`config.mk`:
```
export PLATFORM = sky130hd
export DESIGN_NAME = beat_sequencer
export DESIGN_NICKNAME = d
export VERILOG_FILES = /design/src/rtl/beat_sequencer.sv
export SDC_FILE = /design/constraint.sdc
export NUM_CORES = 1
export LEC_CHECK = 0
export CAP_MARGIN = 20
export CORE_ASPECT_RATIO = 1.4
export CORE_MARGIN = 1.5
export CORE_UTILIZATION = 52
export CTS_CLUSTER_SIZE = 40
export DETAILED_ROUTE_END_ITERATION = 8
export PLACE_DENSITY = 0.83
export SLEW_MARGIN = 20
export SYNTH_ARGS = -nofsm -noshare
export SYNTH_HDL_FRONTEND = slang
export SYNTH_SLANG_ARGS = --single-unit
```
`constraint.sdc`:
```
create_clock -name T3 -period 2.9 [get_ports T3]
set_clock_uncertainty 0.15 [all_clocks]
set_input_delay 0.58 -clock T3 [delete_from_list [all_inputs] [get_ports T3]]
set_output_delay 0.58 -clock T3 [all_outputs]
set_load 0.01 [all_outputs]
```
`src/rtl/beat_sequencer.sv`:
```
// beat_sequencer: W1/W2/W3 beat generator for the hardwired controller.
// Machine-cycle length follows SHORT/LONG, halts on STOP or STEP, and resumes
// on a synchronized rising edge of the QD button. Counts completed cycles.
// Optional watchdog: define HDSEQ_WDOG_EN to enable the cycles-between-halts limit.
// All state advances on the falling edge of T3; CLR is async active-low.
module beat_sequencer #(
    parameter int unsigned CNT_W       = 16,
    parameter int unsigned SYNC_STAGES = 2,
    parameter int unsigned WDOG_LIMIT  = 255
) (
    input  logic             T3,
    input  logic             CLR,
    input  logic             QD,
    input  logic             STEP,
    input  logic             SHORT,
    input  logic             LONG,
    input  logic             STOP,
    output logic [2:0]       W,
    output logic             RUN,
    output logic [CNT_W-1:0] CYC_CNT,
    output logic             WDOG_TRIP
);

    // One-hot beat encoding so W is the state register itself
    typedef enum logic [2:0] {
        ST_HALT = 3'b000,
        ST_B1   = 3'b001,
        ST_B2   = 3'b010,
        ST_B3   = 3'b100
    } state_t;

    state_t                 state;
    state_t                 state_nxt;
    logic                   cyc_done;
    logic [SYNC_STAGES-1:0] qd_sync;
    logic [SYNC_STAGES-1:0] sync_fill;
    logic                   qd_s;
    logic                   qd_prev;
    logic                   qd_rise;
    logic                   run_q;
    logic [CNT_W-1:0]       cyc_cnt;

    // Elaboration-time parameter sanity
    if (SYNC_STAGES < 2) begin : g_bad_sync
        $error("beat_sequencer: SYNC_STAGES must be at least 2");
    end
    if (WDOG_LIMIT == 0) begin : g_bad_wdog
        $error("beat_sequencer: WDOG_LIMIT must be nonzero");
    end

    // QD synchronizer plus a fill marker that is all-ones once the chain holds real samples
    always_ff @(negedge T3 or negedge CLR) begin
        if (!CLR) begin
            qd_sync   <= '0;
            sync_fill <= '0;
        end else begin
            qd_sync   <= {qd_sync[SYNC_STAGES-2:0], QD};
            sync_fill <= {sync_fill[SYNC_STAGES-2:0], 1'b1};
        end
    end

    assign qd_s = qd_sync[SYNC_STAGES-1];

    // Edge history holds high until the chain is primed, so QD held through CLR never starts
    always_ff @(negedge T3 or negedge CLR) begin
        if (!CLR) begin
            qd_prev <= 1'b1;
        end else begin
            qd_prev <= sync_fill[SYNC_STAGES-1] ? qd_s : 1'b1;
        end
    end

    assign qd_rise = qd_s & ~qd_prev;

`ifdef HDSEQ_WDOG_EN
    localparam int unsigned WD_W = $clog2(WDOG_LIMIT + 1);

    logic [WD_W-1:0] wd;
    logic            wd_hit;
    logic            trip_q;

    // This completion would bring the run length to the limit
    assign wd_hit = (wd >= WD_W'(WDOG_LIMIT - 1));

    // Cycles-since-halt counter and sticky trip flag
    always_ff @(negedge T3 or negedge CLR) begin
        if (!CLR) begin
            wd     <= '0;
            trip_q <= 1'b0;
        end else begin
            if (state == ST_HALT) begin
                wd <= '0;
            end else if (cyc_done) begin
                wd <= wd + WD_W'(1);
            end
            if (cyc_done && wd_hit) begin
                trip_q <= 1'b1;
            end
        end
    end

    assign WDOG_TRIP = trip_q;
`else
    assign WDOG_TRIP = 1'b0;
`endif

    // Beat state register
    always_ff @(negedge T3 or negedge CLR) begin
        if (!CLR) begin
            state <= ST_HALT;
        end else begin
            state <= state_nxt;
        end
    end

    // Next beat and machine-cycle completion
    always_comb begin
        state_nxt = state;
        cyc_done  = 1'b0;
        case (state)
            ST_HALT: begin
                if (qd_rise) begin
                    state_nxt = ST_B1;
                end
            end
            ST_B1: begin
                if (STOP) begin
                    state_nxt = ST_HALT;
                    cyc_done  = 1'b1;
                end else if (SHORT) begin
                    state_nxt = STEP ? ST_HALT : ST_B1;
                    cyc_done  = 1'b1;
                end else begin
                    state_nxt = ST_B2;
                end
            end
            ST_B2: begin
                if (STOP) begin
                    state_nxt = ST_HALT;
                    cyc_done  = 1'b1;
                end else if (LONG) begin
                    state_nxt = ST_B3;
                end else begin
                    state_nxt = STEP ? ST_HALT : ST_B1;
                    cyc_done  = 1'b1;
                end
            end
            ST_B3: begin
                state_nxt = (STOP || STEP) ? ST_HALT : ST_B1;
                cyc_done  = 1'b1;
            end
            default: begin
                state_nxt = ST_HALT;
            end
        endcase
`ifdef HDSEQ_WDOG_EN
        if (cyc_done && wd_hit) begin
            state_nxt = ST_HALT;
        end
`endif
    end

    // RUN flag registered alongside the state
    always_ff @(negedge T3 or negedge CLR) begin
        if (!CLR) begin
            run_q <= 1'b0;
        end else begin
            run_q <= (state_nxt != ST_HALT);
        end
    end

    // Completed machine-cycle counter, wraps silently
    always_ff @(negedge T3 or negedge CLR) begin
        if (!CLR) begin
            cyc_cnt <= '0;
        end else if (cyc_done) begin
            cyc_cnt <= cyc_cnt + CNT_W'(1);
        end
    end

    assign W       = state;
    assign RUN     = run_q;
    assign CYC_CNT = cyc_cnt;

endmodule

```
# ---- Yosys cells after proc, flatten, opt, wreduce, memory -nomap -nowiden
# Cells that the tools add are included.
dict set report classes {
  addsub 1
  n_eq_ne 3
  muxes 14
  n_bitwise 2
  n_reduce_logical 3
}
# operator n
set op_table {}
lappend op_table {{16-bit by 1-bit adder with 16-bit output (second input constant)} 1}
lappend op_table {{3-bit one-hot mux with 4 select lines} 1}
lappend op_table {{3-bit 2-to-1 mux} 3}
lappend op_table {{1-bit 2-to-1 mux} 7}
lappend op_table {{2-bit 2-to-1 mux} 2}
lappend op_table {{3-bit by 1-bit == test with 1-bit output (second input constant)} 1}
lappend op_table {{3-bit by 2-bit == test with 1-bit output (second input constant)} 1}
lappend op_table {{3-bit == test (second input constant)} 1}
lappend op_table {{3-bit zero test} 1}
lappend op_table {{1-bit one-hot mux with 3 select lines} 1}
lappend op_table {{3-bit nonzero test} 1}
lappend op_table {{1-bit AND} 1}
lappend op_table {{1-bit logical OR} 1}
lappend op_table {{1-bit inverter} 1}
dict set report word_totals {
  ff_bits 25
  out_inout_bits 21
  wordCells 29
}

# ---- Logic depth before layout (Yosys ltp)
dict set report logic_depth {
  word_depth 5
  mapped_depth 5
}

==> impl_metrics.env <==
export IMPL_grt_max_degree=16
export IMPL_rsz0062_at_grt="yes"
export IMPL_initial_core_util=0.545
export IMPL_p_clk_frac=0.169
export IMPL_ir_drop_v=0.000547
export IMPL_endpoint_kind="flip-flop"
export IMPL_hpwl_um=2200
export IMPL_clk_latency_ns=0.38
export IMPL_setup_viol=38
export IMPL_core_area_um2=2180
export IMPL_area_growth_pct=63.4
export IMPL_rrSetupSlack_ns=0.80
export IMPL_holdWs_ns=0.150
export IMPL_drt_wirelength_per_cell_um=21.6
export IMPL_required_ns=1.45
export IMPL_intPower_uw=629
export IMPL_first_pass_iters=4
export IMPL_fin_nets=190
export IMPL_synth_area_um2=1190
export IMPL_cts_root_buf="clkbuf_4"
export IMPL_num_io_pins=28
export IMPL_ys_seq_elements=25
export IMPL_path_class="input port to flip-flop"
export IMPL_total_leakage_power_nw=0.995
export IMPL_fin_ws_ns=-0.399
export IMPL_hold_viol_final=0
export IMPL_path_max_fanout=7
export IMPL_synth_edf_count=0
export IMPL_p_sw_uw=343
export IMPL_antenna_found_initial=0
export IMPL_syn_inst=101
export IMPL_port_buffers=26
export IMPL_clk_pin_slew_ns=0.09
export IMPL_cts_hold_buf=0
export IMPL_power_frac_comb=0.401
export IMPL_drcViolationCount=0
export IMPL_worstPathArrival_ns=1.85
export IMPL_grt_pass1_vias=1230
export IMPL_synth_avg_cell_area_um2=11.8
export IMPL_num_fill_cells=101
export IMPL_die_area_um2=2580
export IMPL_synth_commonest_cells="24 x dfrtn_1, 12 x xor2_1, 6 x a21oi_1"
export IMPL_synth_most_common_cell="dfrtn_1"
export IMPL_async_flop_share=1.00
export IMPL_num_rows=20
export IMPL_cts_sink_count=25
export IMPL_cts_buffers=3
export IMPL_totalWireLength_um=4380
export IMPL_dieHeight_um=59.5
export IMPL_grt_overflow=0
export IMPL_drv_cap=0
export IMPL_final_layout_size_suffix_gt1_frac=0.547
export IMPL_tritoncts="done"
export IMPL_startpoint_type="input port"
export IMPL_die_x_um=43.4
export IMPL_multiInputGateArea_um2=663
export IMPL_clock_path_buffers=2
export IMPL_dpl_cell_area_um2=1740
export IMPL_drt_iter0_drc=57
export IMPL_h_tree_depth=1
export IMPL_p_per_area_nw_per_um2=500
export IMPL_seq_power_share=0.430
export IMPL_total_power_uw=971
export IMPL_hold_class="flip-flop to flip-flop"
export IMPL_status="finished with violations"
export IMPL_syn_nets=109
export IMPL_slew_viol_final=0
export IMPL_n_antenna_cell=0
export IMPL_grt_pass1_wl_um=6060
export IMPL_yosysWarnings=0
export IMPL_via_per_inst=6.02
export IMPL_synth_ff_type="dfrtn_1"
export IMPL_ant_nets=0
export IMPL_synth_cell_types=36
export IMPL_vias=1223
export IMPL_synth_top_cell_area_share=0.506
export IMPL_seqCellArea_um2=627
export IMPL_ys_seq_area_frac=0.528
export IMPL_yosys_area_top_type="dfrtn_1"
export IMPL_switching_share=0.353
export IMPL_violations="setup timing"
export IMPL_synthTopCellsByArea="dfrtn_1 51%, xor2_1 8.9%, a211oi_2 4.2%"
export IMPL_fin_area_um2=1940
export IMPL_grt_usage=0.341
export IMPL_gp_congestion=0.805
state kept, by name (all words and copies together), names as in the netlist:
signal and flops:
CYC_CNT 16, W 3, qd_sync 2, sync_fill 2
RUN 1, qd_prev 1
power by group through the flow:
stage	Clock [mW]	Sequential, mW	Combinational, mW
final	0.164	0.417	0.390
after global routing	0.177	0.420	0.412
after CTS	0.164	0.413	0.325
after detailed placement	0.00431	0.422	0.330
after global placement	0.00431	0.419	0.318
after floorplan	0.00431	0.464	0.0923
cells by family after synthesis:
kind of cell,synth area share
buffers and inverters,0.0232
other,0.00632
xor gates and xnor gates,0.118
AOI/OAI and AO/OA,0.153
DFF,0.528
muxes,0.00948
adders and majority gates,0.0105
and+or+nand+nor,0.152
final timing paths:
kind,to,cells past startpoint,startpoint
worst max-delay path,CYC_CNT[7]$_DFFE_NN0P_,6,LONG
worst min-delay path,qd_sync[1]$_DFF_NN0_,0,qd_sync[0]$_DFF_NN0_
worst max register to register,CYC_CNT[7]$_DFFE_NN0P_,6,W[1]$_DFF_NN0_
worst min register to register,qd_sync[1]$_DFF_NN0_,0,qd_sync[0]$_DFF_NN0_
max in group asynchronous,CYC_CNT[8]$_DFFE_NN0P_,2,CLR
min in group asynchronous,CYC_CNT[9]$_DFFE_NN0P_,2,CLR
metrics by stage:
step	cells	setup slack (ns)	utilization	setup TNS, ns
2_1_floorplan	101	-0.426	-	-6.16
3_3_place_gp	179	-0.937	0.801	-20.01
3_5_place_dp	179	-1.05	0.801	-21.43
4_1_cts	193	-0.357	0.832	-7.82
5_1_grt	203	-0.393	0.891	-9.48
6_report	203	-0.399	0.891	-8.59
final cells by class:
| cell class | count | area share |
|---|---|---|
| tap | 22 | 0.0142 |
| sequential | 25 | 0.323 |
| clock inverter | 2 | 0.00387 |
| timing repair buffer | 79 | 0.306 |
| multi-input combinational | 72 | 0.342 |
| clock buffer | 3 | 0.0116 |
worst max-delay path, cell delays in order:
cell and delay, ns:
buf_6 0.09, or3b_4 0.37, a21o_4 0.25, buf_12 0.15
a211oi_4 0.26, xor2_1 0.15
timing repair:
item,CTS,global route
endpoints found under the setup margin,38,38
pin swaps,14,15
setup buffers,10,11
resized for setup,97,11
endpoints found under the hold margin,0,0
placed cells by master (no fill, tap or decap), types with 2 or more instances in the layout:
master / netlist / routed
o2111ai_1: 2 / 2
a21oi_4: 0 / 3
clkbuf_4: 0 / 3
nand3_1: 5 / 5
nand2_1: 4 / 3
conb_1: 2 / 2
nand2b_1: 2 / 2
and3_1: 3 / 3
buf_2: 1 / 20
inv_1: 1 / 2
xor2_2: 0 / 2
nand4_1: 3 / 3
nor3b_1: 2 / 2
and4_1: 3 / 3
buf_12: 0 / 2
a211oi_2: 4 / 2
buf_6: 1 / 4
a21oi_2: 0 / 3
clkdlybuf4s50_1: 0 / 3
nand3b_1: 2 / 2
nor2_1: 2 / 2
dlygate4sd2_1: 0 / 2
xnor2_1: 4 / 4
xor2_1: 12 / 10
dfrtn_1: 24 / 24
a211oi_4: 0 / 2
buf_4: 1 / 48
metal layers:
metal  GRT usage  wire (um)  up-vias
li1            -          -      520
met1       0.357       1620      615
met2       0.606       2300       64
met3      0.0579        188       24
met4       0.234        271        0
met5           0          0        -
No activity file was read; power rests on OpenSTA's default activity.
